### src/rtl/dcache_direct.sv
// dcache_direct: direct-mapped, write-through, no-write-allocate data cache
// with one 32-bit word per line.
//
// Ports
//   clk, rst             : clock (rising edge) and asynchronous active-low reset
//   ram_en               : core access valid this cycle
//   ram_read_en          : core load request
//   ram_write_en         : core store request (wins over ram_read_en)
//   ram_addr             : core byte address; bits [1:0] are ignored
//   ram_select           : store byte enables; bit i covers data[8i+7:8i]
//   ram_write_data       : store data
//   ram_read_data        : load data; valid when is_cache_hit=1 on a load
//   is_cache_hit         : access complete this cycle; 0 means the core stalls
//                          and holds its request stable
//   mem_req/we/addr/
//   mem_select/mem_wdata : backing-memory request, held until mem_ack
//   mem_ack, mem_rdata   : one-cycle completion strobe and read data
//
// The backing-memory request is decoded from the FSM state and the held core
// request. The core keeps its request stable while stalled, so the mem_*
// fields stay stable until the ack, and they all fall to zero as soon as the
// state is forced to IDLE by reset.
module dcache_direct #(
    parameter int LINES = 16
) (
    input  logic        clk,
    input  logic        rst,
    input  logic        ram_en,
    input  logic        ram_read_en,
    input  logic        ram_write_en,
    input  logic [31:0] ram_addr,
    input  logic [3:0]  ram_select,
    input  logic [31:0] ram_write_data,
    output logic [31:0] ram_read_data,
    output logic        is_cache_hit,
    output logic        mem_req,
    output logic        mem_we,
    output logic [31:0] mem_addr,
    output logic [3:0]  mem_select,
    output logic [31:0] mem_wdata,
    input  logic        mem_ack,
    input  logic [31:0] mem_rdata
);

    localparam int IDX_W = $clog2(LINES);
    localparam int TAG_W = 30 - IDX_W;

    localparam logic [1:0] IDLE    = 2'd0;
    localparam logic [1:0] RD_MISS = 2'd1;
    localparam logic [1:0] WR_THRU = 2'd2;
    localparam logic [1:0] WR_DONE = 2'd3;

    logic [1:0]       state;
    logic [1:0]       state_nxt;
    logic [LINES-1:0] valid;
    logic [TAG_W-1:0] tag_mem  [LINES];
    logic [31:0]      data_mem [LINES];

    logic [IDX_W-1:0] idx;
    logic [TAG_W-1:0] tag;
    logic             line_hit;
    logic             is_store;
    logic             is_load;
    logic             fill;
    logic             merge;
    logic             unused_addr_bits;

    assign idx              = ram_addr[2 +: IDX_W];
    assign tag              = ram_addr[31 -: TAG_W];
    assign unused_addr_bits = ^ram_addr[1:0];
    assign line_hit         = valid[idx] && (tag_mem[idx] == tag);

    // A simultaneous load and store request is handled as a store.
    assign is_store = ram_en && ram_write_en;
    assign is_load  = ram_en && ram_read_en && !ram_write_en;

    // Line updates happen only on the edge that samples mem_ack while a
    // transaction is actually outstanding; a stray ack in IDLE/WR_DONE is ignored.
    assign fill  = (state == RD_MISS) && mem_ack;
    assign merge = (state == WR_THRU) && mem_ack && line_hit;

    always_comb begin
        // NOTE: every output of this block gets a default first so no path
        // leaves a value unassigned and infers a latch.
        state_nxt     = state;
        is_cache_hit  = 1'b0;
        ram_read_data = 32'h0;
        mem_req       = 1'b0;
        mem_we        = 1'b0;
        mem_addr      = 32'h0;
        mem_select    = 4'h0;
        mem_wdata     = 32'h0;
        case (state)
            IDLE: begin
                if (is_store) begin
                    state_nxt = WR_THRU;
                end else if (is_load) begin
                    if (line_hit) begin
                        is_cache_hit  = 1'b1;
                        ram_read_data = data_mem[idx];
                    end else begin
                        state_nxt = RD_MISS;
                    end
                end else begin
                    is_cache_hit = 1'b1;
                end
            end
            RD_MISS: begin
                mem_req    = 1'b1;
                mem_addr   = {ram_addr[31:2], 2'b00};
                mem_select = 4'hF;
                if (mem_ack) state_nxt = IDLE;
            end
            WR_THRU: begin
                mem_req    = 1'b1;
                mem_we     = 1'b1;
                mem_addr   = {ram_addr[31:2], 2'b00};
                mem_select = ram_select;
                mem_wdata  = ram_write_data;
                if (mem_ack) state_nxt = WR_DONE;
            end
            default: begin
                // WR_DONE: completion cycle for the store, never re-issued.
                is_cache_hit = 1'b1;
                state_nxt    = IDLE;
            end
        endcase
    end

    // NOTE: sequential state uses non-blocking assignments so every register
    // samples pre-edge values regardless of block ordering.
    always_ff @(posedge clk or negedge rst) begin
        if (!rst) begin
            state <= IDLE;
            valid <= '0;
        end else begin
            state <= state_nxt;
            if (fill) valid[idx] <= 1'b1;
        end
    end

    // NOTE: tag and data arrays are deliberately not reset; a line is only
    // ever read after its valid bit is set by a fill, which also writes them.
    always_ff @(posedge clk) begin
        if (fill) begin
            tag_mem[idx]  <= tag;
            data_mem[idx] <= mem_rdata;
        end else if (merge) begin
            for (int i = 0; i < 4; i++) begin
                if (ram_select[i]) data_mem[idx][8*i +: 8] <= ram_write_data[8*i +: 8];
            end
        end
    end

endmodule

### config.mk
export PLATFORM = sky130hd
export DESIGN_NAME = dcache_direct
export DESIGN_NICKNAME = d
export VERILOG_FILES = /design/src/rtl/dcache_direct.sv
export SDC_FILE = /design/constraint.sdc
export NUM_CORES = 1
export LEC_CHECK = 0
export ABC_AREA = 1
export CORE_UTILIZATION = 30
export CTS_CLUSTER_SIZE = 40
export DETAILED_ROUTE_END_ITERATION = 10
export PLACE_DENSITY = 0.57
export REMOVE_ABC_BUFFERS = 1
export SETUP_SLACK_MARGIN = 0.1
export SLEW_MARGIN = 20
export SYNTH_ARGS = -nofsm -noshare
export SYNTH_HDL_FRONTEND = slang
export SYNTH_SLANG_ARGS = --single-unit
### constraint.sdc
create_clock -name clk -period 3.6 [get_ports clk]
set_input_delay 0.72 -clock clk [delete_from_list [all_inputs] [get_ports clk]]
set_output_delay 0.72 -clock clk [all_outputs]
set_load 0.05 [all_outputs]
After elaboration in Yosys (flattened, before gate mapping)
Memory sizes are Yosys's and may differ from the RTL's.
Index checks and enable logic that the tools add are counted.
Cells by class
  bitwise gates (word level): 5
  equal/unequal tests: 7
  reduce and logical (&&, ||, !) cells: 12
  order comparisons: 2
  muxes and demuxes: 45
Operator list (number)
  32-bit 2-to-1 mux: 6
  8-bit 2-to-1 mux: 4
  26-bit equality test: 1
  1-bit 2-to-1 mux: 25
  16-bit OR: 1
  2-bit 2-to-1 mux: 5
  1-bit logical AND: 8
  4-bit one-hot mux with 2 select lines: 1
  3-bit inequality test (second input constant): 2
  2-bit one-hot mux with 3 select lines: 1
  4-bit by 5-bit < comparator with 1-bit output (second input constant): 1
  1-bit binary-select mux with 4-bit select: 1
  1-bit demux with 4-bit select: 1
  4-bit by 1-bit greater-or-equal comparator with 1-bit output (second input constant): 1
  2-bit inequality test (second input constant): 2
  1-bit OR: 4
  4-bit AND reduction: 1
  2-bit by 1-bit equality test with 1-bit output (second input constant): 1
  2-bit equality test (second input constant): 1
  2-bit logical NOT: 1
  1-bit one-hot mux with 2 select lines: 1
  2-bit OR reduction: 1
  1-bit logical NOT: 1
Word-level totals
  RAM bits: 928
  logic and storage cells: 75
  output and inout bits: 103
  memories: 2
  bits in registers: 18
Memory list
  data_mem: depth 16, width 32, read ports 1, clocked after memory_dff 0, wr ports 1, line 57  | logic [31:0] data_mem [LINES];
  tag_mem: depth 16, width 26, read ports 1, clocked after memory_dff 0, wr ports 1, line 56  | logic [TAG_W-1:0] tag_mem [LINES];

Logic depth before layout (Yosys ltp)
  word-level depth: 8
  mapped depth: 22
  gate-level depth less buffers: 20

Worst setup path before layout
OpenSTA, ideal clock, no wires.
  path type: input port to output port
  start: input port ram_addr[3]
  end: output port ram_read_data[25]
  setup slack: -0.819 ns
  arrival time: 3.699 ns
  data required time: 2.880 ns
  cell stages on the path: 20
  buffers on the path: 4
  path through: buf_4 > inv_2 > nor2_1 > buf_2 > buf_2 > nand2_1 > nand3_1 > nand2_1 > nand2_1 > nor2_1 > nand2_1 > nand2_1 > nor2_1 > nand2_1 > nor2_1 > nand2_1 > nor2_1 > nand2_1 > clkbuf_1 > nor3_1
Between the ends
  word-level cells in the longest chain between the ends: 7
  elaborated cells on any way between the ends: 10
  classes of those cells: eq/ne: 1; mux: 6; reduce/logical: 1; memory: 2
RTL lines
  from (decl): line 31  | input logic [31:0] ram_addr,
  memory read 16 x 26 bit or 1-bit binary-select mux with 4-bit select (tied branches)
  26-bit equality test or 1-bit 2-to-1 mux (tied branches): line 71  | assign line_hit = valid[idx] && (tag_mem[idx] == tag);
  1-bit logical AND: line 71
  32-bit 2-to-1 mux *: line 98  | if (line_hit) begin
  32-bit 2-to-1 mux *: line 97  | end else if (is_load) begin
  32-bit 2-to-1 mux *: line 95  | if (is_store) begin
  32-bit 2-to-1 mux *: line 93  | case (state)
  to (decl): line 34  | output logic [31:0] ram_read_data,
Mark *: on every way between the ends. The rest lies on a longest branch, timed or not. The select of a mux whose other input is x is not followed.

Final worst setup path
  start: input port ram_addr[2]
  end: output port ram_read_data[6]
The elaborated chain is that of the path after synthesis.

==> results.py <==
metrics = {
    "final_layout": {
        "fin_nets": 3892,
        "num-fill-cells": 11800,
        "stdcell_area_um2": 50700,
        "layout.area.seq_um2": 28300,
        "multi_input_area_um2": 9590,
        "syn_to_final_growth_pct": 32.3,
        "drive_above_1_share": 0.203,
        "n_antenna_cell": 0,
    },
    "sta": {
        "setup_violations": 33,
        "slew_viol_final": 0,
        "finalSetupTns_ps": -15800,
        "maxSlewHeadroom": 0.492,
        "fin_crit_sh": 1.14,
        "period_needed_ps": 4100,
        "hold_viol": 0,
        "fin_worst_skew_ps": 29.8,
        "setup_slack_ps": -498,
        "fmax_ghz": 0.244,
        "tightest_slew_ps": 762,
        "rsz0062_at_grt": "yes",
    },
    "drt": {
        "wl_mm": 117,
        "avgViaCountPerCell": 4.92,
        "ant_nets": 0,
        "drc": 0,
        "vias": 27100,
        "drt_iter0_markers": 2367,
        "detail_route.wl_per_cell_um": 21.2,
        "drtPass1Iterations": 5,
    },
    "power_and_ir_drop": {
        "leakage_nw": 19.1,
        "power.density_nw_per_um2": 514,
        "vdd_ir_drop_max_mv": 0.354,
    },
    "floorplanning": {
        "num_rows": 130,
        "ioPinCount": 209,
        "start_util": 0.304,
        "dieArea_um2": 129000,
        "core_um2": 126000,
        "die_y_um": 359,
        "fp.dieW_um": 359,
    },
    "critical_path": {
        "cp-start-kind": "input pin",
        "critical-path-top-delay-family": "buffers and inverters",
        "slowest_stage": "buf_16",
        "crit_required_ps": 2880,
        "criticalPathCategory": "in2out",
        "cp_max_fo": 8,
        "worst_ep_arrival_time_ps": 3380,
        "path_cells": "buf_16, buf_8, nor2_4, buf_6, buf_12, buf_6, nand2_2, nand2_2, o21ai_1, nand2_1, buf_4, nor2_1, nand2_1, nand3_1, nor2_1, nand3_1, nor2_1, buf_4, nand2_8, buf_16, nor3_4, buf_6, buf_12",
        "path_buf_inv": 10,
        "max_stage_delay_ps": 220,
        "end_kind": "output port",
    },
    "place": {
        "hpwlAfterDp_mm": 73.8,
        "dpl-instance-area_um2": 46200,
        "port_buffers": 204,
        "gp_congestion": 0.854,
    },
    "yosys": {
        "synth_fa_ha_area_frac": 0.000979,
        "synth_top_family_by_area": "simple AND/OR/NAND/NOR gates",
        "ys_ff_latch": 946,
        "ys_types": 26,
        "synth_compound_area_frac": 0.0749,
        "muxShareOfSynthArea": 0,
        "synth_area_per_cell_um2": 11.9,
        "yosys.area_share.simple": 0.155,
        "synth_xor_xnor_area_share": 0,
        "synth.yosys.seq_area_share": 0.739,
        "syn_inst": 3233,
        "ys.warnings.count": 0,
        "synth_area_um2": 38300,
    },
    "global_routing": {
        "met1_usage": 0.236,
        "grt_util_all_layers": 0.176,
        "gr-usage-met2": 0.297,
        "grt_pass1_wl_mm": 171,
        "busiest_layer": "met2",
        "antenna_found_initial": 4,
        "grt_pass1_vias": 26200,
        "use_met3": 0.0209,
        "grt_max_degree": 129,
        "grt_overflow": 0,
    },
    "clocking": {
        "root_buffer": "clkbuf_16",
        "cts_sinks": 946,
        "cts_buffer_depth": 3,
        "cts-htree-levels": 3,
        "clk_latency_ps": 680,
        "clk_pin_slew_ps": 60,
        "cts_buffers": 94,
        "ctsHoldBuffers": 0,
        "tritoncts": "built",
    },
    "worst_hold_path": {
        "hold_class": "in2async",
    },
    "outcome": {
        "status": "complete, but fails checks",
        "failed_checks": "negative setup slack",
    },
    "job": {
        "drv_cap": 0,
    },
}
cell families after synthesis:
| family | Yosys count |
|---|---|
| adders and majority gates | 3 |
| and+or+nand+nor | 1494 |
| AOI/OAI and AO/OA | 500 |
| other | 1 |
| DFF | 946 |
| buffers and inverters | 289 |
per-layer routing:
metal	vias up	wire length [µm]	part of all wire
li1	12600	-	-
met1	13600	50600	0.43
met2	793	56500	0.48
met3	160	5990	0.051
met4	6	3500	0.030
met5	-	34	0.00029
power breakdown:
group	internal (W)	switching (W)	leakage, nW
Clock	0.00537	0.00417	1.45
Combinational	0.00137	0.00279	9.12
Sequential	0.0123	0.0000580	8.55
state kept, by name (all words and copies together), names as in the netlist:
register  flops
data_mem    512
tag_mem     416
valid        16
state         2
placed cells by master, fill, tap and decap left out, types with 8 or more instances in the layout:
| master | n |
|---|---|
| nand3_1 | 56 |
| or2_2 | 9 |
| o21ai_2 | 8 |
| a21oi_1 | 80 |
| clkbuf_16 | 100 |
| clkinv_2 | 15 |
| buf_16 | 10 |
| clkbuf_1 | 14 |
| buf_12 | 137 |
| o21ai_1 | 12 |
| nor2_4 | 24 |
| o21ai_0 | 133 |
| buf_6 | 31 |
| nand2_1 | 1155 |
| nand2_2 | 39 |
| inv_1 | 96 |
| o22ai_1 | 246 |
| clkdlybuf4s50_1 | 128 |
| nand4_1 | 55 |
| buf_4 | 312 |
| nor2_1 | 97 |
| nor2_2 | 10 |
| dfrtp_1 | 18 |
| clkinv_1 | 26 |
| edfxtp_1 | 928 |
| nor3_4 | 21 |
area by class of cell:
type                            instances  area share
Multi-Input combinational cell       1999       0.189
Sequential cell                       946       0.558
Timing Repair Buffer                  637       0.144
Tap cell                             1650      0.0407
Clock inverter                         58     0.00987
Clock buffer                          111      0.0489
Inverter                              105     0.00864
path summary, 6_finish.rpt:
kind | endpoint | slack, ps | depth (start not counted) | start
min in group clk | valid[7] | 460 | 2 | valid[7]
worst min-delay path | state[0] | 20 | 1 | rst
max in group asynchronous | valid[0] | 3200 | 1 | rst
worst min register to register | valid[7] | 460 | 2 | valid[7]
worst max register to register | data_mem[13][0] | 690 | 20 | tag_mem[0][11]
worst max-delay path | ram_read_data[6] | -500 | 23 | ram_addr[2]
worst reg2reg max path, cell delays in order (launching register included):
cell and delay [ps]:
edfxtp_1 380, nand2_1 80, nand2_1 50, nand2_1 70, nand2_2 90, nand2_1 80, nand2_1 60, buf_4 140
o21ai_2 140, nand2_1 60, nor2_1 100, nand2_1 60, nor2_1 100, nand2_1 70, buf_4 150, nor3_4 160
buf_12 170, buf_4 340, nand4_1 140, nand2_1 160, buf_12 160
repair_timing:
item | in CTS | in global routing
gates resized for setup | 116 | 113
pin swaps | 44 | 26
setup buffers | 17 | 9
gates cloned | 12 | 3
setup endpoints to repair | 33 | 86
synth_stat cells (all sizes together):
cell type	instances	area [µm²]
nor2	131	492
o22a	5	43.8
a21oi	81	405
buf	77	377
edfxtp	928	27900
conb	1	3.75
inv	103	387
o21bai	10	75.1
dfrtp	18	450
ha	3	37.5
o221ai	5	43.8
clkinv	2	7.51
o22ai	246	1540
clkbuf	107	402
or2	9	56.3
nand3	62	310
nor3	35	186
nand4	55	344
o21ai	153	766
nand2	1202	4540
metrics by stage:
step | total power [W] | hold slack [ps] | instances | setup WS (ps) | util
finish | 0.0261 | 23.7 | 5506 | -498 | 0.402
global route | 0.0269 | 25.9 | 5506 | -634 | 0.402
CTS | 0.0262 | 459 | 5494 | -507 | 0.397
detailed placement | 0.0166 | 446 | 5296 | -913 | 0.366
global placement | 0.0166 | 440 | 5296 | -865 | 0.366
floorplan | 0.0146 | 424 | 3050 | -3710 | -
(Power assumes the default switching activity.)
